<file path="config.mk">
export PLATFORM = sky130hd
export DESIGN_NAME = comm_tx_scheduler_flat
export DESIGN_NICKNAME = d
export VERILOG_FILES = /design/src/rtl/comm_tx_scheduler_if.sv /design/src/rtl/comm_tx_scheduler.sv /design/src/flat_wrapper.sv
export SDC_FILE = /design/constraint.sdc
export NUM_CORES = 1
export LEC_CHECK = 0
export CAP_MARGIN = 0
export CELL_PAD_IN_SITES_DETAIL_PLACEMENT = 0
export CELL_PAD_IN_SITES_GLOBAL_PLACEMENT = 2
export CORE_ASPECT_RATIO = 1.75
export CORE_MARGIN = 4
export CORE_UTILIZATION = 27
export DETAILED_ROUTE_END_ITERATION = 6
export GPL_TIMING_DRIVEN = 0
export PLACE_DENSITY = 0.89
export SLEW_MARGIN = 5
export SYNTH_ARGS = -nofsm -noshare
export SYNTH_HDL_FRONTEND = slang
export SYNTH_SLANG_ARGS = --single-unit
</file>
<file path="constraint.sdc">
create_clock -name clk -period 5.45 [get_ports clk]
set_input_delay 0.8175 -clock clk [delete_from_list [all_inputs] [get_ports clk]]
set_output_delay 0.8175 -clock clk [all_outputs]
set_load 0.03 [all_outputs]
</file>
<file path="src/rtl/comm_tx_scheduler_if.sv">
// Bundles the source request lanes and the UART byte handshake of comm_tx_scheduler.
// The scheduler uses the slave modport; producers and the transmitter side use master.
interface comm_tx_scheduler_if #(
    parameter int NUM_SRC = 3
);
    logic [NUM_SRC-1:0]     src_valid;
    logic [32*NUM_SRC-1:0]  src_data;
    logic [4*NUM_SRC-1:0]   src_digits;
    logic [8*NUM_SRC-1:0]   src_prefix;
    logic [NUM_SRC-1:0]     src_ack;
    logic                   uart_tx_new_byte;
    logic [7:0]             uart_tx_byte;
    logic                   uart_tx_ready;

    modport master (
        output src_valid,
        output src_data,
        output src_digits,
        output src_prefix,
        input  src_ack,
        input  uart_tx_new_byte,
        input  uart_tx_byte,
        output uart_tx_ready
    );

    modport slave (
        input  src_valid,
        input  src_data,
        input  src_digits,
        input  src_prefix,
        output src_ack,
        output uart_tx_new_byte,
        output uart_tx_byte,
        input  uart_tx_ready
    );
endinterface

</file>
<file path="src/rtl/comm_tx_scheduler.sv">
// Round-robin arbiter that shares one UART transmitter between report sources and
// serialises each granted word as one ASCII line: [prefix] hex digits MSB-first, 0x0A.
module comm_tx_scheduler #(
    parameter int NUM_SRC = 3,
    parameter int IDX_W   = 2
) (
    input  logic                  clk,
    input  logic                  reset,
    comm_tx_scheduler_if.slave    bus,
    output logic                  busy,
    output logic [IDX_W-1:0]      grant_idx
);

    typedef enum logic [1:0] {
        IDLE    = 2'd0,
        PREFIX  = 2'd1,
        DIGITS  = 2'd2,
        NEWLINE = 2'd3
    } state_t;

    state_t             state_reg;
    logic [31:0]        word_reg;
    logic [7:0]         prefix_reg;
    logic [3:0]         count_reg;
    logic               hold_reg;
    logic [NUM_SRC-1:0] ack_reg;
    logic               new_byte_reg;
    logic [7:0]         byte_reg;
    logic               busy_reg;
    logic [IDX_W-1:0]   grant_reg;

    logic [31:0]        data_arr   [NUM_SRC];
    logic [3:0]         digits_arr [NUM_SRC];
    logic [7:0]         prefix_arr [NUM_SRC];

    for (genvar gi = 0; gi < NUM_SRC; gi++) begin : g_slice
        assign data_arr[gi]   = bus.src_data[32*gi +: 32];
        assign digits_arr[gi] = bus.src_digits[4*gi +: 4];
        assign prefix_arr[gi] = bus.src_prefix[8*gi +: 8];
    end

    // Search downward in distance from the last grant so the nearest pending
    // source after grant_reg is the one left standing.
    logic               win_found;
    logic [IDX_W-1:0]   win_idx;
    int                 cand_sum;
    logic [IDX_W-1:0]   cand_idx;

    always_comb begin
        win_found = 1'b0;
        win_idx   = '0;
        cand_sum  = 0;
        cand_idx  = '0;
        for (int k = NUM_SRC; k >= 1; k--) begin
            cand_sum = int'(grant_reg) + k;
            if (cand_sum >= NUM_SRC) begin
                cand_sum = cand_sum - NUM_SRC;
            end
            cand_idx = IDX_W'(cand_sum);
            if (bus.src_valid[cand_idx]) begin
                win_found = 1'b1;
                win_idx   = cand_idx;
            end
        end
    end

    logic [3:0]         sel_digits;
    logic [3:0]         sel_count;
    logic [5:0]         shift_amt;
    logic [31:0]        sel_word;

    always_comb begin
        sel_digits = digits_arr[win_idx];
        sel_count  = (sel_digits == 4'd0 || sel_digits > 4'd8) ? 4'd8 : sel_digits;
        shift_amt  = {4'd8 - sel_count, 2'b00};
        sel_word   = data_arr[win_idx] << shift_amt;
    end

    function automatic logic [7:0] hex_ascii(input logic [3:0] nib);
        return (nib < 4'd10) ? ({4'h0, nib} + 8'h30) : ({4'h0, nib} + 8'h37);
    endfunction

    // hold_reg masks tx_ready for one cycle after every strobe.
    logic can_issue;
    assign can_issue = bus.uart_tx_ready && !hold_reg;

    always_ff @(posedge clk or posedge reset) begin
        if (reset) begin
            state_reg    <= IDLE;
            word_reg     <= '0;
            prefix_reg   <= '0;
            count_reg    <= '0;
            hold_reg     <= 1'b0;
            ack_reg      <= '0;
            new_byte_reg <= 1'b0;
            byte_reg     <= '0;
            busy_reg     <= 1'b0;
            grant_reg    <= IDX_W'(NUM_SRC - 1);
        end else begin
            ack_reg      <= '0;
            new_byte_reg <= 1'b0;
            hold_reg     <= 1'b0;
            case (state_reg)
                IDLE: begin
                    if (win_found) begin
                        word_reg   <= sel_word;
                        prefix_reg <= prefix_arr[win_idx];
                        count_reg  <= sel_count;
                        ack_reg    <= {{(NUM_SRC-1){1'b0}}, 1'b1} << win_idx;
                        grant_reg  <= win_idx;
                        busy_reg   <= 1'b1;
                        state_reg  <= (prefix_arr[win_idx] != 8'h00) ? PREFIX : DIGITS;
                    end
                end
                PREFIX: begin
                    if (can_issue) begin
                        new_byte_reg <= 1'b1;
                        byte_reg     <= prefix_reg;
                        hold_reg     <= 1'b1;
                        state_reg    <= DIGITS;
                    end
                end
                DIGITS: begin
                    if (can_issue) begin
                        new_byte_reg <= 1'b1;
                        byte_reg     <= hex_ascii(word_reg[31:28]);
                        hold_reg     <= 1'b1;
                        word_reg     <= {word_reg[27:0], 4'h0};
                        count_reg    <= count_reg - 4'd1;
                        if (count_reg == 4'd1) begin
                            state_reg <= NEWLINE;
                        end
                    end
                end
                NEWLINE: begin
                    if (can_issue) begin
                        new_byte_reg <= 1'b1;
                        byte_reg     <= 8'h0A;
                        hold_reg     <= 1'b1;
                        busy_reg     <= 1'b0;
                        state_reg    <= IDLE;
                    end
                end
                default: state_reg <= IDLE;
            endcase
        end
    end

    assign bus.src_ack          = ack_reg;
    assign bus.uart_tx_new_byte = new_byte_reg;
    assign bus.uart_tx_byte     = byte_reg;
    assign busy                 = busy_reg;
    assign grant_idx            = grant_reg;

endmodule

</file>
<file path="src/flat_wrapper.sv">
// flat-port wrapper written by rule: the top's interface ports become plain ports
module comm_tx_scheduler_flat 
#(
    parameter int NUM_SRC = 3,
    parameter int IDX_W   = 2
)
  (clk, reset, busy, grant_idx, bus_src_valid, bus_src_data, bus_src_digits, bus_src_prefix, bus_src_ack, bus_uart_tx_new_byte, bus_uart_tx_byte, bus_uart_tx_ready);
  comm_tx_scheduler_if #(.NUM_SRC(NUM_SRC)) bus_i ();
  input  logic clk;
  input  logic reset;
  output logic busy;
  output logic [IDX_W-1:0] grant_idx;
  input wire logic [$bits(bus_i.src_valid)-1:0] bus_src_valid;
  input wire logic [$bits(bus_i.src_data)-1:0] bus_src_data;
  input wire logic [$bits(bus_i.src_digits)-1:0] bus_src_digits;
  input wire logic [$bits(bus_i.src_prefix)-1:0] bus_src_prefix;
  output wire logic [$bits(bus_i.src_ack)-1:0] bus_src_ack;
  output wire logic [$bits(bus_i.uart_tx_new_byte)-1:0] bus_uart_tx_new_byte;
  output wire logic [$bits(bus_i.uart_tx_byte)-1:0] bus_uart_tx_byte;
  input wire logic [$bits(bus_i.uart_tx_ready)-1:0] bus_uart_tx_ready;
  assign bus_i.src_valid = bus_src_valid;
  assign bus_i.src_data = bus_src_data;
  assign bus_i.src_digits = bus_src_digits;
  assign bus_i.src_prefix = bus_src_prefix;
  assign bus_src_ack = bus_i.src_ack;
  assign bus_uart_tx_new_byte = bus_i.uart_tx_new_byte;
  assign bus_uart_tx_byte = bus_i.uart_tx_byte;
  assign bus_i.uart_tx_ready = bus_uart_tx_ready;
  comm_tx_scheduler #(.NUM_SRC(NUM_SRC), .IDX_W(IDX_W)) u_core (.clk(clk), .reset(reset), .bus(bus_i), .busy(busy), .grant_idx(grant_idx));
endmodule
</file>
# Yosys cells after proc, flatten, opt, wreduce, memory -nomap -nowiden
# Cells that the tools add are included.
# Widths: inputs -> output; s select.
dict set report word_totals {
  register_bits 61
  latch_bits 0
  ram_bits 0
  mem_bits_ro 0
  output_inout_bits 15
  elab_cells 105
  n_memories 0
}
dict set report op_classes {
  add_sub_neg 10
  mul 0
  n_div 0
  magnitude_cmp 9
  eq_ne 9
  n_shift 2
  n_mux 50
  n_bitwise 1
  n_reduce_logical 15
}
# operator count
set ops {}
lappend ops {{$mux 32} 4}
lappend ops {{$bmux 32 s2} 1}
lappend ops {{$pmux 32 s2} 1}
lappend ops {{$mux 8} 6}
lappend ops {{$shl 32x6->32} 1}
lappend ops {{$mux 2} 12}
lappend ops {{$pmux 8 s3} 1}
lappend ops {{$mux 4} 5}
lappend ops {{$bmux 8 s2} 1}
lappend ops {{$add 4x6->7 const B} 2}
lappend ops {{$mux 1} 10}
lappend ops {{$ne 2x1->1 const B} 5}
lappend ops {{$ge 3x2->1 const B} 3}
lappend ops {{$lt 2x3->1 const B} 3}
lappend ops {{$bmux 4 s2} 1}
lappend ops {{$pmux 2 s4} 1}
lappend ops {{$pmux 4 s2} 1}
lappend ops {{$reduce_bool 8->1} 1}
lappend ops {{$add 2x2->3 const B} 2}
lappend ops {{$bmux 1 s2} 3}
lappend ops {{$mux 3} 2}
lappend ops {{$reduce_and 3->1} 2}
lappend ops {{$sub 2x1->2 const B} 3}
lappend ops {{$reduce_and 5->1} 1}
lappend ops {{other kinds (22)} 24}

# Longest topological paths before layout
dict set report depth {
  depth_word 19
  ltp_mapped 19
  ltp_nobuf 16
}

# Worst setup path before layout
# Ideal clock, no wire load.
dict set report synth_path {
  path_kind {reg-to-reg}
  start {register u_core.grant_reg[0] (netlist: u_core.grant_idx[0])}
  end {register u_core.word_reg[18]}
  arrival_time_ns 4.418
  required_ns 5.363
  slack_ns 0.946
  stages_incl_launch_ff 17
  period_less_slack_ns 4.504
  cell_sequence {dfrtp_1 inv_1 ha_1 nor2b_1 o21ai_1 nor2_2 a22oi_2 clkbuf_1 buf_2 nand3_1 ha_1 clkbuf_1 clkinv_1 clkbuf_1 nor3_1 o2111ai_1 o211ai_1}
}
dict set report synth_between {
  elab_chain_cells 19
  elab_cells_between_ends 41
  classes_between {add/sub: 7; order compare: 4; eq/ne: 1; shift: 1; mux: 24; bitwise: 1; reduce/logical: 3}
}
# item line
set synth_lines {}
lappend synth_lines {{from (decl)} comm_tx_scheduler.sv:30} ;# logic [IDX_W-1:0] grant_reg;
lappend synth_lines {{from (signal assigned)} comm_tx_scheduler.sv:98} ;# grant_reg <= IDX_W'(NUM_SRC - 1);
lappend synth_lines {{from (signal assigned)} comm_tx_scheduler.sv:110} ;# grant_reg <= win_idx;
lappend synth_lines {{$add 2x2->3} comm_tx_scheduler.sv:55} ;# cand_sum = int'(grant_reg) + k;
lappend synth_lines {{$ge 3x2->1 / $sub 2x1->2 (equally long branches)} {comm_tx_scheduler.sv:56, comm_tx_scheduler.sv:57}}
lappend synth_lines {{$mux 2} comm_tx_scheduler.sv:56} ;# if (cand_sum >= NUM_SRC) begin
lappend synth_lines {{$bmux 1 s2} comm_tx_scheduler.sv:60} ;# if (bus.src_valid[cand_idx]) begin
lappend synth_lines {{$mux 1 (not written as such)} comm_tx_scheduler.sv:60}
lappend synth_lines {{$mux 2 (3 in a row)} comm_tx_scheduler.sv:60}
lappend synth_lines {{$not 2->3 (not written as such)} {comm_tx_scheduler.sv:73, comm_tx_scheduler.sv:76}}
lappend synth_lines {{$bmux 4 s2} comm_tx_scheduler.sv:73} ;# sel_digits = digits_arr[win_idx];
lappend synth_lines {{$mux 4 (not written as such) (2 in a row)} comm_tx_scheduler.sv:73}
lappend synth_lines {{$gt 4x4->1 / $logic_not 4->1 (equally long branches)} comm_tx_scheduler.sv:74} ;# sel_count = (sel_digits == 4'd0 || sel_digits > 4'd8) ? 4'd8 : sel_digits;
lappend synth_lines {{$logic_or 1x1->1} comm_tx_scheduler.sv:74}
lappend synth_lines {{$mux 4} comm_tx_scheduler.sv:74}
lappend synth_lines {{$sub 4x4->4} comm_tx_scheduler.sv:75} ;# shift_amt = {4'd8 - sel_count, 2'b00};
lappend synth_lines {{$shl 32x6->32} comm_tx_scheduler.sv:76} ;# sel_word = data_arr[win_idx] << shift_amt;
lappend synth_lines {{$mux 32} comm_tx_scheduler.sv:105} ;# if (win_found) begin
lappend synth_lines {{$pmux 32 s2} comm_tx_scheduler.sv:103} ;# case (state_reg)
lappend synth_lines {{to (signal assigned)} comm_tx_scheduler.sv:106} ;# word_reg <= sel_word;
lappend synth_lines {{to (signal assigned)} comm_tx_scheduler.sv:128} ;# word_reg <= {word_reg[27:0], 4'h0};
lappend synth_lines {{to (decl)} comm_tx_scheduler.sv:22} ;# logic [31:0] word_reg;
# Parallel ways exist; a longest one is shown, timed or not. The select of a mux whose other input is x is not followed.
# A chain may end at the register's enable or synchronous reset.

# Final worst setup path
dict set report layout_path {
  start {register u_core.grant_reg[0] (netlist: u_core.grant_idx[0])}
  end {register u_core.word_reg[28]}
}
# Same word-level chain as after synthesis.

==> impl_metrics.csv <==
group,metric,value,unit
placed_design,dp_slack,-970.8,ps
sta,tightest_slew,744.4,ps
worst_setup_path,critPathKind,"register to register",
grt,grt_pass1_vias,5770,
grt,grt_first_pass_wirelength,31630,µm
placed_design,routabilityCongestion,0.8895,
sta,whs,489.4,ps
route,drt-pass1-iter-count,5,
worst_setup_path,r2r_slack,400,ps
finish,final_layout_size_suffix_gt1_share,12.12,%
job,cap_violations,0,
clock_tree,cts_sinks,61,
finish,area_growth,44.36,%
finish,fin_nets,896,
sta,finalClockSkew,11.38,ps
synthesis,synth-seq-area-share,30.93,%
sta,period_needed,5048,ps
outcome,status,"complete, no violations",
grt,grt_max_degree,42,
worst_setup_path,crit_buf_inv,6,
synthesis,ys_warn_count,0,
route,wl_met1,7069,µm
synthesis,netlist_area,4938,µm²
min_path,hp-class,"register to register",
clock_tree,cts.htree.levels,3,
sta,slew_violations,0,
finish,most-common-layout-cells,"152 x clkdlybuf4s50_1, 60 x dfrtp_1, 53 x nor2_1, 44 x nand2_1, 35 x a21oi_1",
sta,hold_violations,0,
die,coreArea,17970,µm²
grt,grt.total_usage,19.69,%
worst_setup_path,path_delay_family,"buffers and inverters",
synthesis,yosys.area.top_type,"dfrtp_1",
sta,rsz0062_at_grt,"no",
die,die_h,186.9,µm
route,met3WireLength,811,µm
clock_tree,cts.clk_slew.worst_paths,60,ps
die,rows,65,
placed_design,port_buffers,152,
finish,fin_cells,985,
clock_tree,clk_path_buf_depth,2,
die,start_util,27.48,%
finish,largest_reg_flops,32,
worst_setup_path,worstPathMaxFanout,11,
synthesis,syn-mean-instance-area,8.500,µm²
route,drc,0,
worst_setup_path,cpPeakStageDelay,540,ps
sta,max_freq,0.1981,GHz
route,drt-total-wl,20330,µm
clock_tree,cts_made_buffers,9,
synthesis,synth_edf_count,0,
worst_setup_path,required,5640,ps
placed_design,dpl.cell_count,968,
pwr,vdd_drop_max,307.4,µV
sta,setup_viol_count_final,0,
placed_design,place_area,6773,µm²
finish,n_antenna_cell,0,
route,drtIter0Drc,286,
finish,final_util,39.67,%
finish,final_area,7129,µm²
die,die_area,20600,µm²
worst_setup_path,worst_ep_arrival_time,5240,ps
synthesis,yosys.area.top_type_share,30.40,%
synthesis,synthArstFlopShare,100.0,%
placed_design,hpwl,17000,µm
sta,timing.final.crit_share,92.62,%
worst_setup_path,cp_slowest_cell,"ha_2",
clock_tree,cts_tree,"built",
finish,layout_commonest_cell,"clkdlybuf4s50_1",
route,vias,5468,
synthesis,synth_ff_type,"dfrtp_1",
pwr,p_leak,2.795,nW
synthesis,synthCells,581,
route,viasPerCell,5.551,
grt,antenna_found_initial,0,
route,antenna_left,0,
route,dr_wl_met2,11740,µm
synthesis,synth.ff_latch_count,61,
pwr,powerDensity,826.1,nW/µm²
synthesis,netlist_top_cells_area,"dfrtp_1 30%, nor2_1 4.0%, o221a_2 3.6%",
worst_setup_path,cp-start-kind,"register",
die,dieWidth,110.2,µm
grt,overflow,0,
route,wl_per_cell,20.64,µm
clock_tree,clockRootBuffer,"clkbuf_16",
synthesis,synth_cell_types,73,
route,highest_layer,"met4",
sta,worst_slack,402.4,ps
clock_tree,clk_latency,340,ps
clock_tree,cts_hold_buf,0,
worst_setup_path,cp_cell_sequence,"inv_1, ha_1, nor2b_1, o21ai_1, nor2_2, a22o_4, nor2_8, inv_2, buf_6, buf_2, ha_2, clkinv_1, clkbuf_2, mux4_2, o22ai_1, o221ai_1",
worst_setup_path,worstSetupEndpointType,"register",
synthesis,synth_nets,731,
die,io_pins,153,
sta,slew_headroom,50.04,%
## cells by family after synthesis
kind of cell	after synthesis	synth area share, %
buffers and inverters	59	4.839
XOR/XNOR	1	0.1774
AND/OR/NAND/NOR	197	19.66
multiplexers	22	5.802
AO/OA/AOI/OAI	229	35.55
adder cells (fa/ha/maj)	12	3.040
flip-flops	61	30.93
## metrics by stage
step | setup TNS (ps) | power, W
6_report | 0 | 0.005890
5_1_grt | 0 | 0.006315
4_1_cts | 0 | 0.005862
3_5_place_dp | -14230 | 0.005192
3_3_place_gp | -13180 | 0.005133
2_1_floorplan | 0 | 0.003810
## worst paths after layout
path	depth (start not counted)	end	from
worst max-delay path	16	u_core.word_reg[28]	u_core.grant_idx[0]
min in group asynchronous	2	u_core.word_reg[4]	reset
worst min-delay path	2	u_core.word_reg[8]	u_core.word_reg[8]
worst max register to register	16	u_core.word_reg[28]	u_core.grant_idx[0]
max in group asynchronous	3	u_core.grant_idx[1]	reset
worst min register to register	2	u_core.word_reg[8]	u_core.word_reg[8]
## worst reg2reg max path, cell delays in order, from the launching register on
cell and delay, ps:
dfrtp_1 480, inv_1 130, ha_1 430, nor2b_1 190, o21ai_1 470, nor2_2 210, a22o_4 310, nor2_8 160
inv_2 110, buf_6 170, buf_2 230, ha_2 540, clkinv_1 320, clkbuf_2 350, mux4_2 400, o22ai_1 280
o221ai_1 140
## timing repair
action	4_1_cts	5_1_grt
gates cloned	0	0
endpoints found under the setup margin	21	16
gates resized for setup	4	2
setup buffers	0	2
pin swaps	0	1
## synth_stat cells, types with 6 or more instances
cell type  count
nor2_1        53
or3_1         12
o221ai_1      12
mux2_2        12
dfrtp_1       60
o21bai_1       6
o21ai_1        9
clkbuf_1      32
o221a_2       16
nor3_1        12
a221oi_1       7
a31oi_1        9
a22o_1         6
and3_1        19
nand3_1       30
o22ai_1       15
o211ai_1       9
buf_2          8
ha_1          12
inv_1         14
a221o_1       10
o21ai_0       27
nand2_1       44
a22oi_1       18
a21oi_1       35
## power by group
| group | total [W] | internal, W | switching (W) |
|---|---|---|---|
| sequential | 0.000835 | 0.000694 | 0.000141 |
| clock | 0.000633 | 0.000407 | 0.000226 |
| combinational | 0.00442 | 0.00167 | 0.00275 |
## metal layers
layer | GRT usage (%) | vias to the layer above
li1 | - | 2601
met1 | 20.51 | 2613
met2 | 38.45 | 209
met3 | 2.245 | 45
met4 | 7.444 | 0
met5 | 0 | -
## final cells by class
cell class | instances | area (µm²)
clock buffer | 9 | 225.2
multi-input combinational | 461 | 3186
sequential | 61 | 1528
fill | 1821 | 10840
timing repair buffer | 155 | 1556
tap | 234 | 292.8
clock inverter | 7 | 103.9
inverter | 17 | 63.81
buffer | 41 | 173.9
(Power assumes the default switching activity.)
